--- src/rtl/frequency_counter_multi_if.sv ---
// Measurement bus of frequency_counter_multi: measured inputs plus published
// per-channel results. Optional min/max tracking ports exist only when
// FREQ_CNT_MINMAX_EN is defined.
interface frequency_counter_multi_if #(
    parameter int unsigned N_CH  = 4,
    parameter int unsigned CNT_W = 32
);
    logic [N_CH-1:0]       f;
    logic [N_CH*CNT_W-1:0] freq;
    logic                  valid;
    logic [N_CH-1:0]       ovf;
    logic [N_CH-1:0]       alive;
`ifdef FREQ_CNT_MINMAX_EN
    logic                  clr_minmax;
    logic [N_CH*CNT_W-1:0] freq_min;
    logic [N_CH*CNT_W-1:0] freq_max;

    modport master (input f, clr_minmax, output freq, valid, ovf, alive, freq_min, freq_max);
    modport slave  (output f, clr_minmax, input freq, valid, ovf, alive, freq_min, freq_max);
`else
    modport master (input f, output freq, valid, ovf, alive);
    modport slave  (output f, input freq, valid, ovf, alive);
`endif
endinterface

--- src/rtl/frequency_counter_multi.sv ---
// Multi-channel frequency meter. Each asynchronous input is synchronised,
// edge-detected and counted in the ref_clk domain over a common gate window
// of CLOCK_FREQ cycles; all channel results publish together with a
// one-cycle valid strobe, along with saturation (ovf) and activity (alive).
// Optional feature macro: FREQ_CNT_MINMAX_EN (per-channel min/max tracking).
module frequency_counter_multi #(
    parameter int unsigned N_CH       = 4,
    parameter logic [31:0] CLOCK_FREQ = 32'd100_000_000,
    parameter int unsigned CNT_W      = 32
) (
    input  logic                     ref_clk,
    input  logic                     reset,
    frequency_counter_multi_if.master bus
);
    (* async_reg = "true" *) logic [N_CH-1:0] sync_meta;
    (* async_reg = "true" *) logic [N_CH-1:0] sync_q;
    logic [N_CH-1:0]       dly_q;
    logic [N_CH-1:0]       edge_det;

    logic [31:0]           gate_cnt;
    logic                  term;

    logic [CNT_W-1:0]      cnt    [N_CH];
    logic [CNT_W-1:0]      result [N_CH];
    logic [N_CH-1:0]       sticky;
    logic [N_CH-1:0]       sat;
    logic [N_CH-1:0]       ovf_new;

    logic [N_CH*CNT_W-1:0] freq_r;
    logic [N_CH-1:0]       ovf_r;
    logic [N_CH-1:0]       alive_r;
    logic                  valid_r;

    // Two-stage synchroniser followed by a delay stage for edge detection
    always_ff @(posedge ref_clk) begin
        if (reset) begin
            sync_meta <= '0;
            sync_q    <= '0;
            dly_q     <= '0;
        end else begin
            sync_meta <= bus.f;
            sync_q    <= sync_meta;
            dly_q     <= sync_q;
        end
    end

    assign edge_det = sync_q & ~dly_q;
    assign term     = (gate_cnt == CLOCK_FREQ - 32'd1);

    // Gate window counter, wraps after the terminal cycle
    always_ff @(posedge ref_clk) begin
        if (reset) begin
            gate_cnt <= '0;
        end else if (term) begin
            gate_cnt <= '0;
        end else begin
            gate_cnt <= gate_cnt + 32'd1;
        end
    end

    // Per-channel saturating next count; the current-cycle edge is folded in
    // so an edge on the terminal cycle lands in the closing window
    always_comb begin
        sat     = '0;
        ovf_new = '0;
        for (int unsigned i = 0; i < N_CH; i++) begin
            sat[i]     = (cnt[i] == '1);
            result[i]  = (edge_det[i] && !sat[i]) ? cnt[i] + 1'b1 : cnt[i];
            ovf_new[i] = sticky[i] | (edge_det[i] & sat[i]);
        end
    end

    // Channel counters and publication of results at the window boundary
    always_ff @(posedge ref_clk) begin
        if (reset) begin
            for (int unsigned i = 0; i < N_CH; i++) begin
                cnt[i] <= '0;
            end
            sticky  <= '0;
            freq_r  <= '0;
            ovf_r   <= '0;
            alive_r <= '0;
            valid_r <= 1'b0;
        end else begin
            valid_r <= term;
            for (int unsigned i = 0; i < N_CH; i++) begin
                if (term) begin
                    freq_r[i*CNT_W +: CNT_W] <= result[i];
                    ovf_r[i]                 <= ovf_new[i];
                    alive_r[i]               <= (result[i] != '0);
                    cnt[i]                   <= '0;
                    sticky[i]                <= 1'b0;
                end else begin
                    cnt[i]    <= result[i];
                    sticky[i] <= ovf_new[i];
                end
            end
        end
    end

    assign bus.freq  = freq_r;
    assign bus.ovf   = ovf_r;
    assign bus.alive = alive_r;
    assign bus.valid = valid_r;

`ifdef FREQ_CNT_MINMAX_EN
    logic [N_CH*CNT_W-1:0] min_r;
    logic [N_CH*CNT_W-1:0] max_r;

    // Running min/max per channel; a clear coinciding with publication
    // seeds both from the new result
    always_ff @(posedge ref_clk) begin
        if (reset) begin
            min_r <= '1;
            max_r <= '0;
        end else begin
            for (int unsigned i = 0; i < N_CH; i++) begin
                if (term && bus.clr_minmax) begin
                    min_r[i*CNT_W +: CNT_W] <= result[i];
                    max_r[i*CNT_W +: CNT_W] <= result[i];
                end else if (term) begin
                    if (result[i] < min_r[i*CNT_W +: CNT_W]) begin
                        min_r[i*CNT_W +: CNT_W] <= result[i];
                    end
                    if (result[i] > max_r[i*CNT_W +: CNT_W]) begin
                        max_r[i*CNT_W +: CNT_W] <= result[i];
                    end
                end else if (bus.clr_minmax) begin
                    min_r[i*CNT_W +: CNT_W] <= '1;
                    max_r[i*CNT_W +: CNT_W] <= '0;
                end
            end
        end
    end

    assign bus.freq_min = min_r;
    assign bus.freq_max = max_r;
`endif
endmodule
--- src/flat_wrapper.sv ---
// flat-port wrapper written by rule: the top's interface ports become plain ports
module frequency_counter_multi_flat 
#(
    parameter int unsigned N_CH       = 4,
    parameter logic [31:0] CLOCK_FREQ = 32'd100_000_000,
    parameter int unsigned CNT_W      = 32
)
  (ref_clk, reset, bus_f, bus_freq, bus_valid, bus_ovf, bus_alive);
  frequency_counter_multi_if #(.N_CH(N_CH), .CNT_W(CNT_W)) bus_i ();
  input  logic ref_clk;
  input  logic reset;
  input wire logic [$bits(bus_i.f)-1:0] bus_f;
  output wire logic [$bits(bus_i.freq)-1:0] bus_freq;
  output wire logic [$bits(bus_i.valid)-1:0] bus_valid;
  output wire logic [$bits(bus_i.ovf)-1:0] bus_ovf;
  output wire logic [$bits(bus_i.alive)-1:0] bus_alive;
  assign bus_i.f = bus_f;
  assign bus_freq = bus_i.freq;
  assign bus_valid = bus_i.valid;
  assign bus_ovf = bus_i.ovf;
  assign bus_alive = bus_i.alive;
  frequency_counter_multi #(.N_CH(N_CH), .CLOCK_FREQ(CLOCK_FREQ), .CNT_W(CNT_W)) u_core (.ref_clk(ref_clk), .reset(reset), .bus(bus_i));
endmodule
--- config.mk ---
export PLATFORM = sky130hd
export DESIGN_NAME = frequency_counter_multi_flat
export DESIGN_NICKNAME = d
export VERILOG_FILES = /design/src/rtl/frequency_counter_multi_if.sv /design/src/rtl/frequency_counter_multi.sv /design/src/flat_wrapper.sv
export SDC_FILE = /design/constraint.sdc
export NUM_CORES = 1
export LEC_CHECK = 0
export CAP_MARGIN = 40
export CORE_MARGIN = 2
export CORE_UTILIZATION = 32
export CTS_BUF_LIST = sky130_fd_sc_hd__clkbuf_4 sky130_fd_sc_hd__clkbuf_8 sky130_fd_sc_hd__clkbuf_16
export DETAILED_ROUTE_END_ITERATION = 7
export GPL_TIMING_DRIVEN = 1
export HOLD_SLACK_MARGIN = 0.06
export SLEW_MARGIN = 20
export SYNTH_ARGS = -nofsm -noshare
export SYNTH_HDL_FRONTEND = slang
export SYNTH_SLANG_ARGS = --single-unit
--- constraint.sdc ---
create_clock -name ref_clk -period 6.4 [get_ports ref_clk]
set_input_delay 1.28 -clock ref_clk [delete_from_list [all_inputs] [get_ports ref_clk]]
set_output_delay 1.28 -clock ref_clk [all_outputs]
set_load 0.01 [all_outputs]
Word-level counts from Yosys, hierarchy flattened
Memories as Yosys holds them, arrays and structs flattened.
Index checks and enable logic that the tools add are counted.

storage, ports and cells
  RAM bits = 128
  register bits = 185
  memories kept = 1
  word-level logic and storage cells = 71
  input port bits = 6

memories
  name        words  bits a word  read ports  clocked after Yosys merged registers in  write ports  line                           source
  u_core.cnt  4      32           4           0                                        4            frequency_counter_multi.sv:23  logic [CNT_W-1:0] cnt [N_CH];

operators by class
  bitwise gates (word level) = 18
  $add $sub $neg = 5
  muxes and demuxes = 20
  reduce and logical (&&, ||, !) cells = 13
  equal/unequal tests = 5

operators by type and width
  kind                                              count
  2-to-1 mux 32 bit                                 12
  adder 32 x 1 -> 32 bit (second input constant)    5
  == test 32 bit (second input constant)            4
  nonzero test 32 bit                               4
  == test 32 x 27 -> 1 bit (second input constant)  1
  OR 1 bit                                          12
  2-to-1 mux 1 bit                                  8
  AND 1 bit                                         4
  AND 4 bit                                         1
  logical AND 1 bit                                 4
  zero test 1 bit                                   4
  inverter 4 bit                                    1
  OR reduction 2 bit                                1

Depth between registers and ports, before layout
Gate-level depths: netlist (run 1).

  depth in word-level cells = 6
  mapped depth = 11
  mapped depth without buffers = 9

Worst setup path before layout (run 1)
OpenSTA, ideal clock, no wires.

  path kind = reg2reg
  start = memory u_core.cnt[2][0]
  end = register u_core.alive_r[2], in the netlist u_core.bus.alive[2]
  path slack = 3,519 ps
  clock period less this slack = 2,881 ps
  setup time = 132 ps
  cell stages (with the launch flop) = 10
  arrival = 2,750 ps
  data required time = 6,268 ps
  cells stage by stage = edfxtp_1 ha_1 nand4_1 or4_4 o31a_1 and3_4 xor2_1 or4_1 nor4_1 nor3_1

RTL lines
  element                         line                           source
  start: declaration              frequency_counter_multi.sv:23
  end signal: indexed assignment  frequency_counter_multi.sv:90  alive_r[i] <= (result[i] != '0);
  end: declaration                frequency_counter_multi.sv:31  logic [N_CH-1:0] alive_r;

Final worst setup path (run 1)
  start = register u_core.gate_cnt[0]
  end = register u_core.freq_r[125], in the netlist u_core.bus.freq[125]

on the way
  word-level cells in the longest chain between the ends = 1

RTL lines
  element                         line                           source
  start: declaration              frequency_counter_multi.sv:20  logic [31:0] gate_cnt;
  start signal: assignment        frequency_counter_multi.sv:57  gate_cnt <= gate_cnt + 32'd1;
  == test 32 x 27 -> 1 bit        frequency_counter_multi.sv:48  assign term = (gate_cnt == CLOCK_FREQ - 32'd1);
  end signal: indexed assignment  frequency_counter_multi.sv:88  freq_r[i*CNT_W +: CNT_W] <= result[i];
  end: declaration                frequency_counter_multi.sv:29  logic [N_CH*CNT_W-1:0] freq_r;

No other way between the ends.
A chain may end at the register's enable or synchronous reset.

==> run metrics, run 1 <==
outcome finished, final reports clean; total negative setup slack 0 ns; most numerous cell on the critical path buf_4; drt initial violations 841; Fmax 0.282 GHz; grt ovf 0; internal power 3.45 mW; Inst Count DP 2415; number of hold buffers added after cts 0; area growth from synthesis to layout 24.2%; number of input and output port buffers inserted 142; buffer type at the clock tree root clkbuf_16; R2R cell count 9; clock latency of the later-clocked register in the worst-skew pair 0.54 ns; Max-cap violations 0; area share of xor/xnor cells in the synthesized design 8.15%; combinational share of power 4.9%; start-to-end type of the worst setup path reg -> reg; max-slew headroom at the worst pin 42.5%; worst ir drop on vdd 0.000144 V; Worst Max-Slew Pin Slew 0.856 ns; fin cells 2478; capture instance of the worst register-to-register path u_core.bus.freq[125]; Synth cell types 72; ordered list of cells on the worst path ha_1, nand3_1, or2_2, nor4_2, buf_4, buf_4, buf_12, nor2_1, a211oi_1; setup bufs post-CTS 0; number of buffers added by the clock tree synthesis step 35; average vias per placed instance 5.04; full die area 48800 um2; RSZ-0062 raised after global routing false; slack of the worst reg-to-reg path 2.85 ns; CTS tree done; die span in y 221 um; worst hold start u_core.sync_meta[3]; largest family of logic cells by synthesized area simple AND/OR/NAND/NOR gates; area of the placeable core 46500 um2; gate count of the mapped netlist 1617; critical-path cell with the highest stage delay buf_4; net switching share of the total power 22.8%; final setup skew 0.0120 ns; antenna violations before repair 0; category of the worst setup path launch point flip-flop; placed wire-length estimate after detailed placement 29300 um; portion of the post-synthesis area used by sequential elements 50.2%; die span in x 221 um; minimum period implied by the final worst setup slack 3.55 ns; antenna fix cells 0; Site Rows 79; total via count after detailed routing 12500; DR pass1 iterations 7; final number of hold-violating endpoints 0; Final period util 55.5%; maximum number of pins on one net before global-route repair 75; DR DRC count 0; Crit Path Max Fanout 74; commonest cells after routing, fill and taps aside nor2_1, dfxtp_1, clkdlybuf4s50_1, edfxtp_1, conb_1; Arrival @ worst endpoint 4.00 ns; Max Root-Sink Buffers 3; Cell Pwr Density 239 nW/um2; total of flip-flops plus latches after synthesis 313; TritonCTS Sinks 313; setup violators final 0; H-tree levels 2; post-route core utilization 40.2%; adder-cell share of the synthesized area 0.416%; required time of the worst setup path 6.85 ns; clock edge transition at the registers on the reported setup and hold paths 0.06 ns; final WL 40000 um; element type at the critical path end flip-flop; share of layout cells above drive strength 1 5.18%; share of synthesized cell area in and, or, nand and nor gates 26.4%; count of pins on the block boundary 143; Syn Std Cell Area 15000 um2; Max Slew Vio Count 0; reg-to-reg startpoint u_core.gate_cnt[0]; class of the tightest hold or removal check reg -> reg; Leakage 6.19 nW; global-route wire length before repair 64400 um; net total in the final layout 1856; count of antenna-violating nets left after detailed routing 0; cell depth of the worst min-delay path 1; routed length per placed instance 16.1 um; hold path endpoint u_core.sync_q[3]; initial standard-cell utilization of the core 32.4%; Mean Syn Cell Area 9.30 um2; stage delay of the slowest cell on the critical path 0.63 ns; number of global-route vias before repair 11800; most common cell after layout, fill and taps aside nor2_1; most used flip-flop cell after synthesis dfxtp_1; weighted congestion at the end of routability-driven global placement 0.896; aggregate global-route resource usage 16.1%; portion of total power attributed to sequential cells 49.4%; fraction of the mapped netlist area in compound gates 11.6%; number of enable-type register cells in the synthesized netlist 128; portion of total power attributed to the clock network 45.7%; post-cts sizing count 0; post-synthesis mux area share 0.674%; Async SR Flop Fraction 0%; Warnings, synthesis 0; Psw 1.02 mW
registers in the layout, indices dropped and copies added, names as in the netlist:
register          cells
u_core.sticky         4
u_core.sync_q         4
u_core.bus.ovf        4
u_core.bus.alive      4
u_core.sync_meta      4
u_core.dly_q          4
u_core.gate_cnt      32
u_core.cnt          128
u_core.bus.freq     128
u_core.bus.valid      1
metrics by stage:
step / area [um2] / total power [mW] / setup WS (ns) / hold WS [ns]
finish: 18700 / 4.47 / 2.85 / 0.438
global route: 18700 / 4.64 / 2.51 / 0.462
CTS: 18700 / 4.54 / 2.81 / 0.448
detailed placement: 17500 / 2.47 / 2.81 / 0.434
global placement: 17400 / 2.46 / 2.75 / 0.427
floorplan: 15500 / 2.39 / 3.52 / 0.414
synthesized netlist by cell type (3+ instances only):
cell,number,area (um2)
nor2_1,344,1290
or2_2,5,31.3
edfxtp_1,128,3840
nor3b_1,7,52.6
a311oi_1,6,52.6
buf_1,8,30.0
nor4bb_1,3,30.0
a21o_1,4,30.0
nor3_1,35,175
and4b_1,3,30.0
a21oi_1,29,145
nand2_1,94,353
nand4_1,67,419
dfxtp_1,185,3700
o21bai_1,6,45.0
a21boi_0,3,22.5
ha_1,5,62.6
o31ai_1,10,75.1
o31a_1,7,61.3
and3_1,35,219
nor4b_1,3,26.3
inv_1,12,45.0
xnor2_1,74,648
nor2b_1,27,169
mux2i_1,9,90.1
o21a_1,5,37.5
nand3b_1,4,30.0
nor4_1,44,275
and2_1,15,93.8
xor2_1,66,578
buf_2,6,30.0
clkbuf_1,77,289
o21ai_0,15,75.1
a311o_1,3,30.0
nand2b_1,7,43.8
or4_1,8,60.1
a31oi_1,10,62.6
a211oi_1,120,901
or3_1,12,75.1
nand3_1,64,320
and4_1,15,131
worst max path at each step:
stage / end / start / cells past startpoint / slack [ns]
final: u_core.bus.freq[125] / u_core.gate_cnt[0] / 9 / 2.85
after global routing: u_core.bus.freq[127] / u_core.gate_cnt[0] / 9 / 2.51
after CTS: u_core.bus.freq[1] / u_core.gate_cnt[0] / 9 / 2.81
after detailed placement: u_core.bus.freq[4] / u_core.gate_cnt[0] / 9 / 2.81
after global placement: u_core.cnt[3][14] / u_core.gate_cnt[0] / 7 / 2.75
after floorplan: u_core.bus.alive[2] / u_core.cnt[2][0] / 9 / 3.52
critical path: cells and delay by family, from the launching register on:
family | cells | cell delay [ns]
AOI/OAI and AO/OA | 1 | 0.23
DFF | 1 | 0.36
and+or+nand+nor | 4 | 1.03
adders and majority gates | 1 | 0.19
buffers and inverters | 3 | 1.53
kinds of logic (layout without fill, tap and decap cells):
| kind of cell | count (synthesis) | count (layout) |
|---|---|---|
| fa+ha+maj | 5 | 5 |
| mux | 10 | 10 |
| compound gates | 240 | 240 |
| flops | 313 | 313 |
| other cells | 1 | 128 |
| xor+xnor | 140 | 140 |
| simple gates | 805 | 805 |
| buf+inv | 103 | 230 |
cell type report:
| cell class | instances | area, um2 |
|---|---|---|
| Clock inverter | 8 | 63.8 |
| Inverter | 12 | 45.0 |
| Tap cell | 607 | 759 |
| Multi-Input combinational cell | 1328 | 7600 |
| Fill cell | 4690 | 27800 |
| Clock buffer | 55 | 1110 |
| Timing Repair Buffer | 155 | 1550 |
| Sequential cell | 313 | 7550 |
power groups by stage:
stage               clock (mW)  sequential (mW)  combinational (mW)
detailed placement           0             2.25               0.218
global placement             0             2.25               0.214
global route              2.18             2.22               0.248
finish                    2.05             2.21               0.219
floorplan                    0             2.22               0.167
CTS                       2.11             2.21               0.220
routing by layer:
metal  part of all wire [%]  track usage (%)  vias to the layer above
met3                    6.3             3.73                       68
met5                      0                0                        -
met4                    2.6             5.59                        0
li1                       -                -                     6228
met1                     45             21.1                     5926
met2                     46             26.0                      271
Power figures use the tool's default switching activity.
==> run 2: changes to the inputs <==
clock period = 3.6 ns   (was 6.4 ns; I/O delays follow)
==> run 2 against run 1 <==
  * Global-route usage up 0.69 points
  * Non-clock buffer count grew 21
  * Sequential power rose by 78%
  * Clock power grew 84%
  * Highest routed layer unchanged
  * Critical path depth stayed put
  * Register-to-register slack worse by 2.6 ns
==> run metrics, run 2 (synthesis results as in run 1) <==
number of input and output port buffers inserted 142; count of pins on the block boundary 143; class of the tightest hold or removal check reg -> reg; net total in the final layout 1879; die span in y 221 um; Crit Path Max Fanout 7; antenna violations before repair 0; CTS tree done; Max Slew Vio Count 0; total power of the final layout 8.11 mW; count of antenna-violating nets left after detailed routing 0; minimum period implied by the final worst setup slack 3.37 ns; buffer type at the clock tree root clkbuf_16; placed wire-length estimate after detailed placement 30300 um; internal power 6.17 mW; weighted congestion at the end of routability-driven global placement 0.878; Cell Pwr Density 428 nW/um2; Leakage 6.33 nW; most common cell after layout, fill and taps aside nor2_1; outcome finished, final reports clean; portion of total power attributed to the clock network 46.6%; required time of the worst setup path 4.01 ns; share of layout cells above drive strength 1 6.54%; die span in x 221 um; portion of total power attributed to sequential cells 48.4%; antenna fix cells 0; final critical-path setup slack 0.233 ns; category of the worst setup path launch point flip-flop; number of global-route vias before repair 12100; finished layout cell area 18900 um2; DR pass1 iterations 5; H-tree levels 2; TritonCTS Sinks 313; max-slew headroom at the worst pin 45.5%; Worst Max-Slew Pin Slew 0.810 ns; Fmax 0.297 GHz; grt ovf 0; aggregate global-route resource usage 16.8%; post-cts sizing count 0; Cell Area, Placed 17700 um2; routed length per placed instance 16.5 um; final setup skew 0.0235 ns; DR DRC count 0; Site Rows 79; drt initial violations 826; combinational share of power 5.0%; RSZ-0062 raised after global routing false; final number of hold-violating endpoints 0; Max Root-Sink Buffers 3; slack of the worst reg-to-reg path 0.23 ns; Inst Count DP 2436; number of hold buffers added after cts 0; number of buffers added by the clock tree synthesis step 37; Max-cap violations 0; fin cells 2504; clock latency of the later-clocked register in the worst-skew pair 0.57 ns; worst ir drop on vdd 0.000251 V; total negative setup slack 0 ns; area growth from synthesis to layout 25.8%; average vias per placed instance 5.06; maximum number of pins on one net before global-route repair 151; setup violators final 0; global-route wire length before repair 66900 um; net switching share of the total power 23.9%; area of the placeable core 46500 um2; clock edge transition at the registers on the reported setup and hold paths 0.05 ns; total via count after detailed routing 12700; start-to-end type of the worst setup path reg -> reg; commonest cells after routing, fill and taps aside nor2_1, dfxtp_1, clkdlybuf4s50_1, edfxtp_1, conb_1; initial standard-cell utilization of the core 32.4%; setup bufs post-CTS 0; full die area 48800 um2; final WL 41400 um; Arrival @ worst endpoint 3.78 ns; Psw 1.94 mW; Post-Place Setup Slack 0.320 ns; Final period util 93.5%; element type at the critical path end flip-flop
[run 2: cell types whose count changed in the layout (fill, tap and decap cells not counted), sizes merged]
cell           before  now
buf                13   35
clkdlybuf4s18       1    0
inv                12   16
clkinvlp            0    1
bufinv              1    0
clkinv              7    8
[run 2: critical path: stages (launching register included)]
cell	delay [ns]
edfxtp_1	0.46
ha_1	0.25
nand4_1	0.24
or4_4	0.60
nor3_4	0.37
nor4_1	0.15
o21a_1	0.20
or4b_2	0.65
nor4_1	0.22
nor3_1	0.07
[run 2: metrics by stage]
stage               hold slack [ns]  util [%]
finish                        0.440      40.7
global route                  0.448      40.7
CTS                           0.440      40.7
detailed placement            0.426      38.1
global placement              0.428      38.1
floorplan                     0.414         -
[run 2: layout make-up]
| cell class | instances | area [um2] |
|---|---|---|
| flip-flops and latches | 313 | 7550 |
| inverters | 12 | 45.0 |
| clock buffers | 55 | 1140 |
| fillers | 4612 | 27500 |
| clock inverters | 13 | 103 |
| repair buffers | 176 | 1740 |
| well taps | 607 | 759 |
| multi-input cells | 1328 | 7600 |
[run 2: final timing paths]
path,cells after the start,startpoint,end
worst max-delay path,9,u_core.cnt[2][0],u_core.bus.alive[2]
worst min-delay path,1,u_core.sync_meta[2],u_core.sync_q[2]
worst max register to register,9,u_core.cnt[2][0],u_core.bus.alive[2]
worst min register to register,1,u_core.sync_meta[2],u_core.sync_q[2]
[run 2: layer usage]
| layer | wire length [um] | global-route usage [%] |
|---|---|---|
| met4 | 1050 | 5.46 |
| met5 | 0 | 0 |
| met2 | 19000 | 27.1 |
| met1 | 19200 | 22.4 |
| met3 | 2150 | 3.53 |
[run 2: power by group through the flow]
stage | clock [mW] | sequential [mW] | combinational, mW
2_1_floorplan | 0 | 3.96 | 0.297
3_3_place_gp | 0 | 3.99 | 0.406
5_1_grt | 4.04 | 3.94 | 0.463
3_5_place_dp | 0 | 4.00 | 0.409
6_report | 3.78 | 3.93 | 0.409
4_1_cts | 3.91 | 3.92 | 0.411
